<file path="src/rtl/camera_stream_packer.sv">
// Packs the OV7670 byte stream into 17-bit RGB565 words and frame/row control tokens
// for a show-ahead pixel queue. All queue writes are registered one cycle after the sampled input.
module camera_stream_packer #(
  parameter int FRAME_WIDTH  = 640,
  parameter int FRAME_HEIGHT = 480
) (
  input  logic        clk,
  input  logic        reset,
  input  logic        enable,
  input  logic        cam_vsync,
  input  logic        cam_href,
  input  logic        cam_byte_valid,
  input  logic [7:0]  cam_data,
  input  logic        queue_full,
  output logic        queue_wr_en,
  output logic [16:0] queue_data,
  output logic        frame_done,
  output logic        frame_error,
  output logic        overflow
);

  localparam logic [1:0] IDLE       = 2'd0;
  localparam logic [1:0] WAIT_VSYNC = 2'd1;
  localparam logic [1:0] WAIT_ROW   = 2'd2;
  localparam logic [1:0] ROW        = 2'd3;

  localparam logic [16:0] TOK_SOF = 17'h10000;
  localparam logic [16:0] TOK_SOR = 17'h10001;
  localparam logic [16:0] TOK_EOF = 17'h1FFFF;

  localparam logic [10:0] WIDTH_L  = 11'(FRAME_WIDTH);
  localparam logic [10:0] HEIGHT_L = 11'(FRAME_HEIGHT);

  logic [1:0]  state, state_n;
  logic        prev_vsync, prev_href;
  logic [10:0] col, col_n, row, row_n, row_inc;
  logic        phase, phase_n;
  logic [7:0]  hi, hi_n;
  logic        wr_due, done_n, err_n;
  logic [16:0] wr_word;
  logic        vs_fall, vs_rise, hr_rise, hr_fall, byte_ok;

  assign vs_fall = prev_vsync & ~cam_vsync;
  assign vs_rise = ~prev_vsync & cam_vsync;
  assign hr_rise = ~prev_href & cam_href;
  assign hr_fall = prev_href & ~cam_href;
  assign byte_ok = cam_byte_valid & cam_href;
  assign row_inc = row + 11'd1;

  always_comb begin
    state_n = state;
    col_n   = col;
    row_n   = row;
    phase_n = phase;
    hi_n    = hi;
    wr_due  = 1'b0;
    wr_word = 17'h0;
    done_n  = 1'b0;
    err_n   = 1'b0;
    case (state)
      IDLE: if (enable) state_n = WAIT_VSYNC;
      WAIT_VSYNC: begin
        if (!enable) begin
          state_n = IDLE;
        end else if (vs_fall) begin
          wr_due  = 1'b1;
          wr_word = TOK_SOF;
          row_n   = 11'd0;
          state_n = WAIT_ROW;
        end
      end
      WAIT_ROW: begin
        if (hr_rise) begin
          wr_due  = 1'b1;
          wr_word = TOK_SOR;
          col_n   = 11'd0;
          phase_n = 1'b0;
          state_n = ROW;
          // A byte on the href rising cycle is the row's first (high) byte.
          if (byte_ok) begin
            hi_n    = cam_data;
            phase_n = 1'b1;
          end
        end else if (vs_rise && row < HEIGHT_L) begin
          wr_due  = 1'b1;
          wr_word = TOK_EOF;
          err_n   = 1'b1;
          state_n = enable ? WAIT_VSYNC : IDLE;
        end
      end
      ROW: begin
        if (hr_fall) begin
          row_n   = row_inc;
          phase_n = 1'b0;
          if (phase || col < WIDTH_L) err_n = 1'b1;
          if (row_inc == HEIGHT_L) begin
            wr_due  = 1'b1;
            wr_word = TOK_EOF;
            done_n  = 1'b1;
            state_n = enable ? WAIT_VSYNC : IDLE;
          end else begin
            state_n = WAIT_ROW;
          end
        end else if (byte_ok) begin
          if (!phase) begin
            hi_n    = cam_data;
            phase_n = 1'b1;
          end else begin
            phase_n = 1'b0;
            if (col < WIDTH_L) begin
              wr_due  = 1'b1;
              wr_word = {1'b0, hi, cam_data};
            end
            if (col != 11'h7FF) col_n = col + 11'd1;
          end
        end
      end
      default: state_n = IDLE;
    endcase
  end

  always_ff @(posedge clk or posedge reset) begin
    if (reset) begin
      state       <= IDLE;
      prev_vsync  <= 1'b0;
      prev_href   <= 1'b0;
      col         <= 11'd0;
      row         <= 11'd0;
      phase       <= 1'b0;
      hi          <= 8'd0;
      queue_wr_en <= 1'b0;
      queue_data  <= 17'h0;
      frame_done  <= 1'b0;
      frame_error <= 1'b0;
      overflow    <= 1'b0;
    end else begin
      state       <= state_n;
      prev_vsync  <= cam_vsync;
      prev_href   <= cam_href;
      col         <= col_n;
      row         <= row_n;
      phase       <= phase_n;
      hi          <= hi_n;
      // A write lost to a full queue still advances state; only overflow records it.
      queue_wr_en <= wr_due & ~queue_full;
      if (wr_due && !queue_full) queue_data <= wr_word;
      if (wr_due && queue_full) overflow <= 1'b1;
      frame_done  <= done_n;
      frame_error <= err_n;
    end
  end

endmodule
</file>
<file path="config.mk">
export PLATFORM = sky130hd
export DESIGN_NAME = camera_stream_packer
export DESIGN_NICKNAME = d
export VERILOG_FILES = /design/src/rtl/camera_stream_packer.sv
export SDC_FILE = /design/constraint.sdc
export NUM_CORES = 1
export LEC_CHECK = 0
export CAP_MARGIN = 40
export CELL_PAD_IN_SITES_DETAIL_PLACEMENT = 0
export CELL_PAD_IN_SITES_GLOBAL_PLACEMENT = 1
export CORE_MARGIN = 3
export CORE_UTILIZATION = 39
export CTS_CLUSTER_SIZE = 25
export DETAILED_ROUTE_END_ITERATION = 10
export GPL_TIMING_DRIVEN = 0
export HOLD_SLACK_MARGIN = 0.15
export PLACE_DENSITY_LB_ADDON = 0.2
export SLEW_MARGIN = 20
export SYNTH_ARGS = -nofsm -noshare
export SYNTH_HDL_FRONTEND = slang
export SYNTH_SLANG_ARGS = --single-unit
</file>
<file path="constraint.sdc">
create_clock -name clk -period 2.47 [get_ports clk]
set_input_delay 0.494 -clock clk [delete_from_list [all_inputs] [get_ports clk]]
set_output_delay 0.494 -clock clk [all_outputs]
set_load 0.03 [all_outputs]
</file>
==> results of run 1 <==
==> sequential cells by signal (all words and copies together) (netlist names) <==
name,count
hi,8
prev_vsync,1
prev_href,1
row,11
frame_done,1
queue_wr_en,1
overflow,1
queue_data,17
state,2
phase,1
frame_error,1
col,11
==> layout make-up <==
| type | instances | share of cell area, % |
|---|---|---|
| multi-input cells | 220 | 40.96 |
| flip-flops and latches | 56 | 36.28 |
| repair buffers | 55 | 13.61 |
| well taps | 99 | 3.201 |
| plain buffers | 15 | 1.811 |
| inverters | 18 | 1.811 |
| clock buffers | 5 | 1.778 |
| clock inverters | 3 | 0.5496 |
==> power by group through the flow <==
stage	sequential [mW]	combinational, mW	clock [mW]
after CTS	1.27	1.16	0.534
after detailed placement	1.29	1.07	0
after floorplan	1.46	0.515	0
after global routing	1.30	1.27	0.567
final	1.27	1.17	0.514
after global placement	1.28	1.06	0
==> kinds of logic after synthesis <==
logic type      Yosys count
simple gates            117
flops                    56
compound gates           70
mux                      17
fa+ha+maj                 3
xor+xnor                 13
buf+inv                  34
==> per-layer routing <==
metal / wire length [µm] / vias to the layer above / global-route usage (%)
li1: - / 1225 / -
met1: 3264 / 1196 / 22.57
met2: 3474 / 49 / 27.85
met3: 247 / 9 / 2.804
met4: 110 / 0 / 4.091
met5: 0 / - / 0
==> worst paths after layout <==
kind,to,start,slack [ns],depth (start not counted)
max in group asynchronous,col[6],reset,1.52,3
setup reg to reg,queue_data[12],row[9],0.1,7
min in group asynchronous,row[2],reset,0.47,2
setup / recovery,queue_data[12],row[9],0.1,7
hold / removal,prev_vsync,cam_vsync,0.46,1
hold reg to reg,queue_data[11],queue_data[11],0.51,2
==> worst reg2reg max path: cells and delay by family (launching register included) <==
family	cells	cell delay [ns]
AND/OR/NAND/NOR	3	1.02
flip-flops	1	0.42
multiplexers	1	0.30
buffers and inverters	2	0.27
AO/OA/AOI/OAI	1	0.27
==> what timing repair did <==
action / CTS / global route
setup buffers: 10 / 9
cloned: 0 / 0
pin swaps: 8 / 6
gates resized for setup: 14 / 8
setup endpoints to repair: 17 / 17
==> layout by cell type (no fill, tap or decap), drive strengths merged, types with 3 or more instances in the layout <==
master | netlist | layout
nor2 | 22 | 22
nor3 | 10 | 10
nor4 | 8 | 8
mux2 | 17 | 17
o22ai | 3 | 3
o21a | 5 | 5
o21ai | 20 | 20
o2bb2ai | 8 | 8
a211o | 9 | 9
nand3 | 13 | 13
inv | 18 | 19
nand2 | 40 | 40
clkbuf | 11 | 17
and4 | 3 | 3
o31ai | 3 | 3
a21oi | 7 | 7
ha | 3 | 3
dfrtp | 56 | 56
clkdlybuf4s50 | 0 | 33
nand4 | 6 | 6
a31oi | 4 | 4
xnor2 | 12 | 12
buf | 5 | 23
==> through the flow <==
stage          instances  hold WS (ns)  cell area [µm²]
2_1_floorplan        310        0.4793             3030
3_3_place_gp         444        0.4865             3505
3_5_place_dp         445        0.4975             3532
4_1_cts              463        0.4530             3761
5_1_grt              471        0.4717             3870
6_report             471        0.4616             3870
==> results.toml, run 1 <==
[outcome]
status = "complete, no violations"

[timing]
slew_headroom_pct = 46.23
fin_setup_tns_ns = 0
finalSetupViolations = 0
drv_slew = 0
layout_worst_path_cycle_share_pct = 96.00
max_slew.worst_pin.slew_ns = 0.7961
setup_slack_ns = 0.09889
min_period_ns = 2.371
fmax_mhz = 421.7
hold_viol = 0
skew_ns = 0.01060
rsz0062_at_grt = "false"

[job]
drv_cap = 0

[worst_hold_path]
hold_class = "input port to flip-flop"

[floorplanning]
core_area_um2 = 7408
die_y_um = 94.11
die_area_um2 = 8857
dieWidth_um = 94.11
num_io_pins = 36
num_rows = 31
initial_core_util_pct = 40.87

[setup_path]
path_max_fanout = 10
slowest_stage = "or4b_4"
max_stage_delay_ns = 0.58
endpoint_kind = "flip-flop"
crit_type = "flip-flop to flip-flop"
crit_arrival_ns = 2.58
critPathBufInv = 2
critPathTopFamily = "simple AND/OR/NAND/NOR gates"
worstPathRequired_ns = 2.68
crit_path_start_kind = "flip-flop"
cp_cell_sequence = "or4b_4 > nor4b_4 > or3_4 > inv_1 > a31oi_4 > buf_6 > mux2_4"

[layout]
drive_above_1_share_pct = 20.70
num-fill-cells = 687
fin_util_pct = 52.24
regArea_um2 = 1404
syn_to_final_growth_pct = 27.81
antenna_cells = 0
fin_nets = 389
multi_input_area_um2 = 1585

[place]
dpl_worst_slack_ns = -0.6313
dpl.hpwl_um = 4829
io_buffer_count = 35
gp_congestion = 0.7765

[synth]
yosys_most_used_dff = "dfrtp_1"
synth-async-reset-ratio_pct = 100.0
yosys-top-cells-count = "dfrtp_1, nand2_1, nor2_1"
yosysSeqAreaShare_pct = 46.28
synth_top_family_by_area = "simple AND/OR/NAND/NOR gates"
syn_area_um2 = 3028
synth_area_leader_cell = "dfrtp_1"
synthXorXnorAreaFrac_pct = 3.760
synth-adder-area-share_pct = 1.240
synth_compound_area_share_pct = 17.23
muxShareOfSynthArea_pct = 6.446
synth_top_cell_area_share_pct = 46.28
synthCells = 310
synth-simple-area-share_pct = 20.41
yosysUniqueCellTypes = 50
synth_seq_cells = 56
syn-num-nets = 328
synth_edf_count = 0
syn_avg_cell_area_um2 = 9.767
netlist_top_cells_area = "dfrtp_1, mux2_2, nand2_1"
ys_warn_count = 0
yosysMostFrequentCell = "dfrtp_1"

[grt]
overflow = 0
grt_antenna_before_repair = 0
grt_pass1_wl_um = 11670
grt_max_degree = 40
grt_pass1_vias = 2402
grt_usage_pct = 16.71

[clock_network]
clk_pin_slew_ns = 0.11
clk_path_buf_depth = 2
cts_hold_buffers = 0
cts_buffers = 5
clk_latency_ns = 0.31
cts-root-buf = "clkbuf_8"
cts.sinks = 56
cts_tree = "yes"
htreeDepth = 2

[route]
routed_wl_um = 7097
drc = 0
drt_iter0_markers = 61
wl_per_cell_um = 15.07
vias = 2479
drtPass1Iterations = 4
viasPerCell = 5.263
ant_nets = 0

[pwr]
p_total_mw = 2.948
clkPwrFrac_pct = 17.4
vdd_drop_max_v = 0.0004223
power-per-cell-area_nw_per_um2 = 761.7
p_int_mw = 1.844
p_sw_share_pct = 37.44
p_leak_nw = 1.710
netSwitchingPower_mw = 1.104
p_seq_share_pct = 43.0
power_frac_comb_pct = 39.5
Power figures use the tool's default switching activity.
==> inputs of run 2 (changes only) <==
--- a/config.mk
+++ b/config.mk
@@ -14,7 +14,7 @@
 export DETAILED_ROUTE_END_ITERATION = 10
 export GPL_TIMING_DRIVEN = 0
 export HOLD_SLACK_MARGIN = 0.15
-export PLACE_DENSITY_LB_ADDON = 0.2
+export PLACE_DENSITY = 0.79
 export SLEW_MARGIN = 20
 export SYNTH_ARGS = -nofsm -noshare
 export SYNTH_HDL_FRONTEND = slang
==> results.toml, run 2 (same netlist as run 1, synthesis figures left out) <==
[outcome]
status = "complete, no violations"

[setup_path]
crit_arrival_ns = 2.59
crit_path_end = "queue_data[12]"
endpoint_kind = "flip-flop"
r2r-start = "row[6]"
worstPathRequired_ns = 2.68
r2r_cells = 7
cp-startpoint = "row[6]"
r2r-end = "queue_data[12]"
rrSetupSlack_ns = 0.09
crit_type = "flip-flop to flip-flop"
crit_path_start_kind = "flip-flop"
path_max_fanout = 10

[route]
drt_iter0_markers = 114
drc = 0
vias = 2484
wl_per_cell_um = 14.57
viasPerCell = 5.252
routed_wl_um = 6892
drtPass1Iterations = 4
ant_nets = 0

[timing]
skew_ns = 0.008564
rsz0062_at_grt = "true"
min_period_ns = 2.380
slew_headroom_pct = 54.27
max_slew.worst_pin.slew_ns = 0.6859
layout_worst_path_cycle_share_pct = 96.34
drv_slew = 0
finalSetupViolations = 0
hold_viol = 0
fmax_mhz = 420.3

[grt]
grt_pass1_wl_um = 11590
grt_usage_pct = 16.19
grt_pass1_vias = 2379
overflow = 0
grt_antenna_before_repair = 0
grt_max_degree = 57

[clock_network]
cts_buffers = 5
clk_path_buf_depth = 2
clk_pin_slew_ns = 0.11
cts-root-buf = "clkbuf_8"
clk_latency_ns = 0.31
htreeDepth = 2
cts.sinks = 56
cts_tree = "yes"
cts_hold_buffers = 0

[layout]
drive_above_1_share_pct = 21.39
final_cell_mix = "dfrtp_1, nand2_1, clkdlybuf4s50_1, nor2_1"
fin_nets = 391
instances_no_fill = 473
largest_reg_flops = 17
regMostFlops = "queue_data"
num-fill-cells = 701
top_regs = "queue_data (17), col (11), row (11)"
final_common_cell = "dfrtp_1"
antenna_cells = 0
syn_to_final_growth_pct = 28.72

[place]
dpl.hpwl_um = 4671
io_buffer_count = 35
placed_cells = 445
gp_congestion = 0.8136

[worst_hold_path]
min_from = "cam_vsync"
hold_class = "input port to flip-flop"

[floorplanning]
core_area_um2 = 7408
die_y_um = 94.11
dieWidth_um = 94.11
die_area_um2 = 8857
num_io_pins = 36
num_rows = 31
initial_core_util_pct = 40.87

[pwr]
clkPwrFrac_pct = 17.8
netSwitchingPower_mw = 1.109
p_total_mw = 2.975
p_int_mw = 1.866
power_frac_comb_pct = 39.8
power-per-cell-area_nw_per_um2 = 763.3
p_leak_nw = 1.709
p_seq_share_pct = 42.4
vdd_drop_max_v = 0.0003213
p_sw_share_pct = 37.29

[job]
drv_cap = 0
## run 2: stage by stage
stage	utilization, %	area, µm²	worst slack [ns]	hold WS (ns)	setup TNS, ns
global route	52.61	3897	-0.004381	0.4749	-0.004381
finish	52.61	3897	0.09046	0.4536	0
floorplan	-	3030	0.04388	0.4793	0
global placement	47.31	3505	-0.6553	0.4557	-36.38
detailed placement	47.41	3512	-0.6346	0.4672	-8.916
CTS	51.83	3840	0.002542	0.4552	0
## run 2: worst max-delay path, stage by stage, from the launching register on
cell and delay (ns):
dfrtp_1 0.52, and4_2 0.37, nor4b_4 0.07, or3_4 0.40, o31ai_4 0.35, a31oi_4 0.10, buf_6 0.19, mux2_4 0.29
## run 2: worst min path at each step
stage	end	slack, ns	depth (start not counted)
detailed placement	overflow	0.47	1
global placement	overflow	0.46	1
floorplan	hi[0]	0.48	1
finish	prev_vsync	0.45	1
CTS	prev_vsync	0.46	1
global route	prev_vsync	0.47	1
## run 2: what timing repair did
action,in CTS,in global routing
endpoints found under the setup margin,18,15
buffers inserted,16,5
gates resized for setup,20,5
pin swaps,9,10
gates cloned,0,0
## run 2: per-layer routing
metal  wire length, µm  GRT usage (%)  part of all wire [%]  vias up
li1                  -              -                     -     1239
met3               213          2.644                   3.1        6
met1              3392          23.43                    49     1204
met4                48          3.249                  0.70        0
met5                 0              0                     0        -
met2              3238          25.61                    47       35
## run 2: area by class of cell
cell class / instances / area, µm² / area share (%)
multi-input combinational: 220 / 1617 / 41.48
sequential: 56 / 1405 / 36.05
timing repair buffer: 57 / 523.0 / 13.42
tap: 99 / 123.9 / 3.178
inverter: 18 / 70.07 / 1.798
clock buffer: 5 / 68.82 / 1.766
buffer: 15 / 67.56 / 1.734
clock inverter: 3 / 22.52 / 0.5778
## run 2: power by group through the flow
stage	clock [mW]	combinational (mW)	sequential, mW
2_1_floorplan	0	0.515	1.46
3_3_place_gp	0	1.05	1.28
3_5_place_dp	0	1.07	1.28
4_1_cts	0.542	1.18	1.26
6_report	0.529	1.19	1.26
5_1_grt	0.567	1.29	1.29
==> inputs of run 3 (changes only) <==
--- a/config.mk
+++ b/config.mk
@@ -5,12 +5,10 @@
 export SDC_FILE = /design/constraint.sdc
 export NUM_CORES = 1
 export LEC_CHECK = 0
-export CAP_MARGIN = 40
 export CELL_PAD_IN_SITES_DETAIL_PLACEMENT = 0
 export CELL_PAD_IN_SITES_GLOBAL_PLACEMENT = 1
 export CORE_MARGIN = 3
 export CORE_UTILIZATION = 39
-export CTS_CLUSTER_SIZE = 25
 export DETAILED_ROUTE_END_ITERATION = 10
 export GPL_TIMING_DRIVEN = 0
 export HOLD_SLACK_MARGIN = 0.15
==> results.toml, run 3 (same netlist as run 1, synthesis figures left out) <==
[grt]
grt_pass1_wl_um = 11520
grt_antenna_before_repair = 0
grt_usage_pct = 16.22
overflow = 0
grt_pass1_vias = 2295
grt_max_degree = 57

[pwr]
power_frac_comb_pct = 40.3
p_seq_share_pct = 42.3
netSwitchingPower_mw = 1.107
clkPwrFrac_pct = 17.4
vdd_drop_max_v = 0.0002918
p_int_mw = 1.873
p_leak_nw = 1.734
power-per-cell-area_nw_per_um2 = 760.4
p_sw_share_pct = 37.14

[route]
vias = 2502
drtPass1Iterations = 4
wl_per_cell_um = 14.62
viasPerCell = 5.245
routed_wl_um = 6975
ant_nets = 0
drt_iter0_markers = 116
drc = 0

[timing]
skew_ns = 0.008470
slew_headroom_pct = 53.00
fin_hold_ws_ns = 0.4603
drv_slew = 0
hold_viol = 0
layout_worst_path_cycle_share_pct = 95.96
rsz0062_at_grt = "false"
setup_slack_ns = 0.09971
finalSetupViolations = 0
max_slew.worst_pin.slew_ns = 0.7050
fmax_mhz = 421.9
min_period_ns = 2.370

[setup_path]
crit_type = "flip-flop to flip-flop"
path_max_fanout = 7
endpoint_kind = "flip-flop"
crit_path_start_kind = "flip-flop"
worstPathRequired_ns = 2.68
crit_arrival_ns = 2.58

[floorplanning]
num_rows = 31
num_io_pins = 36
die_area_um2 = 8857
die_y_um = 94.11
initial_core_util_pct = 40.87
core_area_um2 = 7408
dieWidth_um = 94.11

[layout]
syn_to_final_growth_pct = 29.42
fin_nets = 395
final_common_cell = "dfrtp_1"
final_cell_mix = "dfrtp_1, nand2_1, clkdlybuf4s50_1, buf_4, nor2_1"
top_regs = "queue_data (17), col (11), row (11)"
antenna_cells = 0
fin_util_pct = 52.90
largest_reg_flops = 17
drive_above_1_share_pct = 22.49
regMostFlops = "queue_data"

[clock_network]
cts_buffers = 5
cts_tree = "yes"
clk_pin_slew_ns = 0.11
cts_hold_buffers = 0
htreeDepth = 2
clk_latency_ns = 0.31
cts-root-buf = "clkbuf_8"
cts.sinks = 56
clk_path_buf_depth = 2

[place]
gp_congestion = 0.8136
dpl.hpwl_um = 4677
io_buffer_count = 35
dpl_worst_slack_ns = -0.6649

[worst_hold_path]
hold_class = "input port to flip-flop"

[job]
drv_cap = 0

[outcome]
status = "complete, no violations"
run 3: final timing paths:
path,endpoint,cells past startpoint,from,slack [ns]
max,queue_data[12],7,row[6],0.1
min,prev_vsync,1,cam_vsync,0.46
max reg2reg,queue_data[12],7,row[6],0.1
min reg2reg,overflow,1,overflow,0.49
max in group asynchronous,row[0],2,reset,1.33
min in group asynchronous,queue_data[8],2,reset,0.65
run 3: routing by layer:
layer  global-route usage, %  routed length [µm]  vias to the layer above
li1                        -                   -                     1249
met1                   23.67                3420                     1213
met2                   25.19                3316                       35
met3                   2.965                 188                        5
met5                       0                   0                        -
met4                   3.249                  49                        0
run 3: repair_timing:
| item | in CTS | in global routing |
|---|---|---|
| buffers inserted | 14 | 12 |
| gates resized for setup | 18 | 7 |
| hold endpoints to repair | 0 | 0 |
| pin swaps | 7 | 8 |
| setup endpoints to repair | 18 | 12 |
run 3: stage by stage:
step                      instance area [µm²]  std cells  TNS (ns)  total power, mW
after floorplan                          3030        310         0            1.975
after global placement                   3505        444    -36.38            2.327
after detailed placement                 3507        444    -9.219            2.349
after CTS                                3802        466         0            2.978
after global routing                     3919        477         0            3.162
final                                    3919        477         0            2.980
run 3: power groups by stage:
stage	Clock [mW]	Combinational [mW]	Sequential, mW
global placement	0	1.05	1.28
finish	0.518	1.20	1.26
global route	0.567	1.31	1.29
floorplan	0	0.515	1.46
CTS	0.538	1.18	1.26
detailed placement	0	1.07	1.28
run 3: area by class of cell:
class / instances / area [µm²]
fillers: 672 / 3490
multi-input cells: 220 / 1605
flip-flops and latches: 56 / 1404
repair buffers: 61 / 555.5
well taps: 99 / 123.9
plain buffers: 15 / 70.07
inverters: 18 / 70.07
clock buffers: 5 / 68.82
clock inverters: 3 / 21.27
run 3: critical path: stages (launching register included):
cell     delay [ns]
dfrtp_1        0.53
and4_2         0.37
nor4b_4        0.07
or3_4          0.39
o31ai_4        0.34
a31oi_4        0.10
buf_6          0.18
mux2_4         0.28
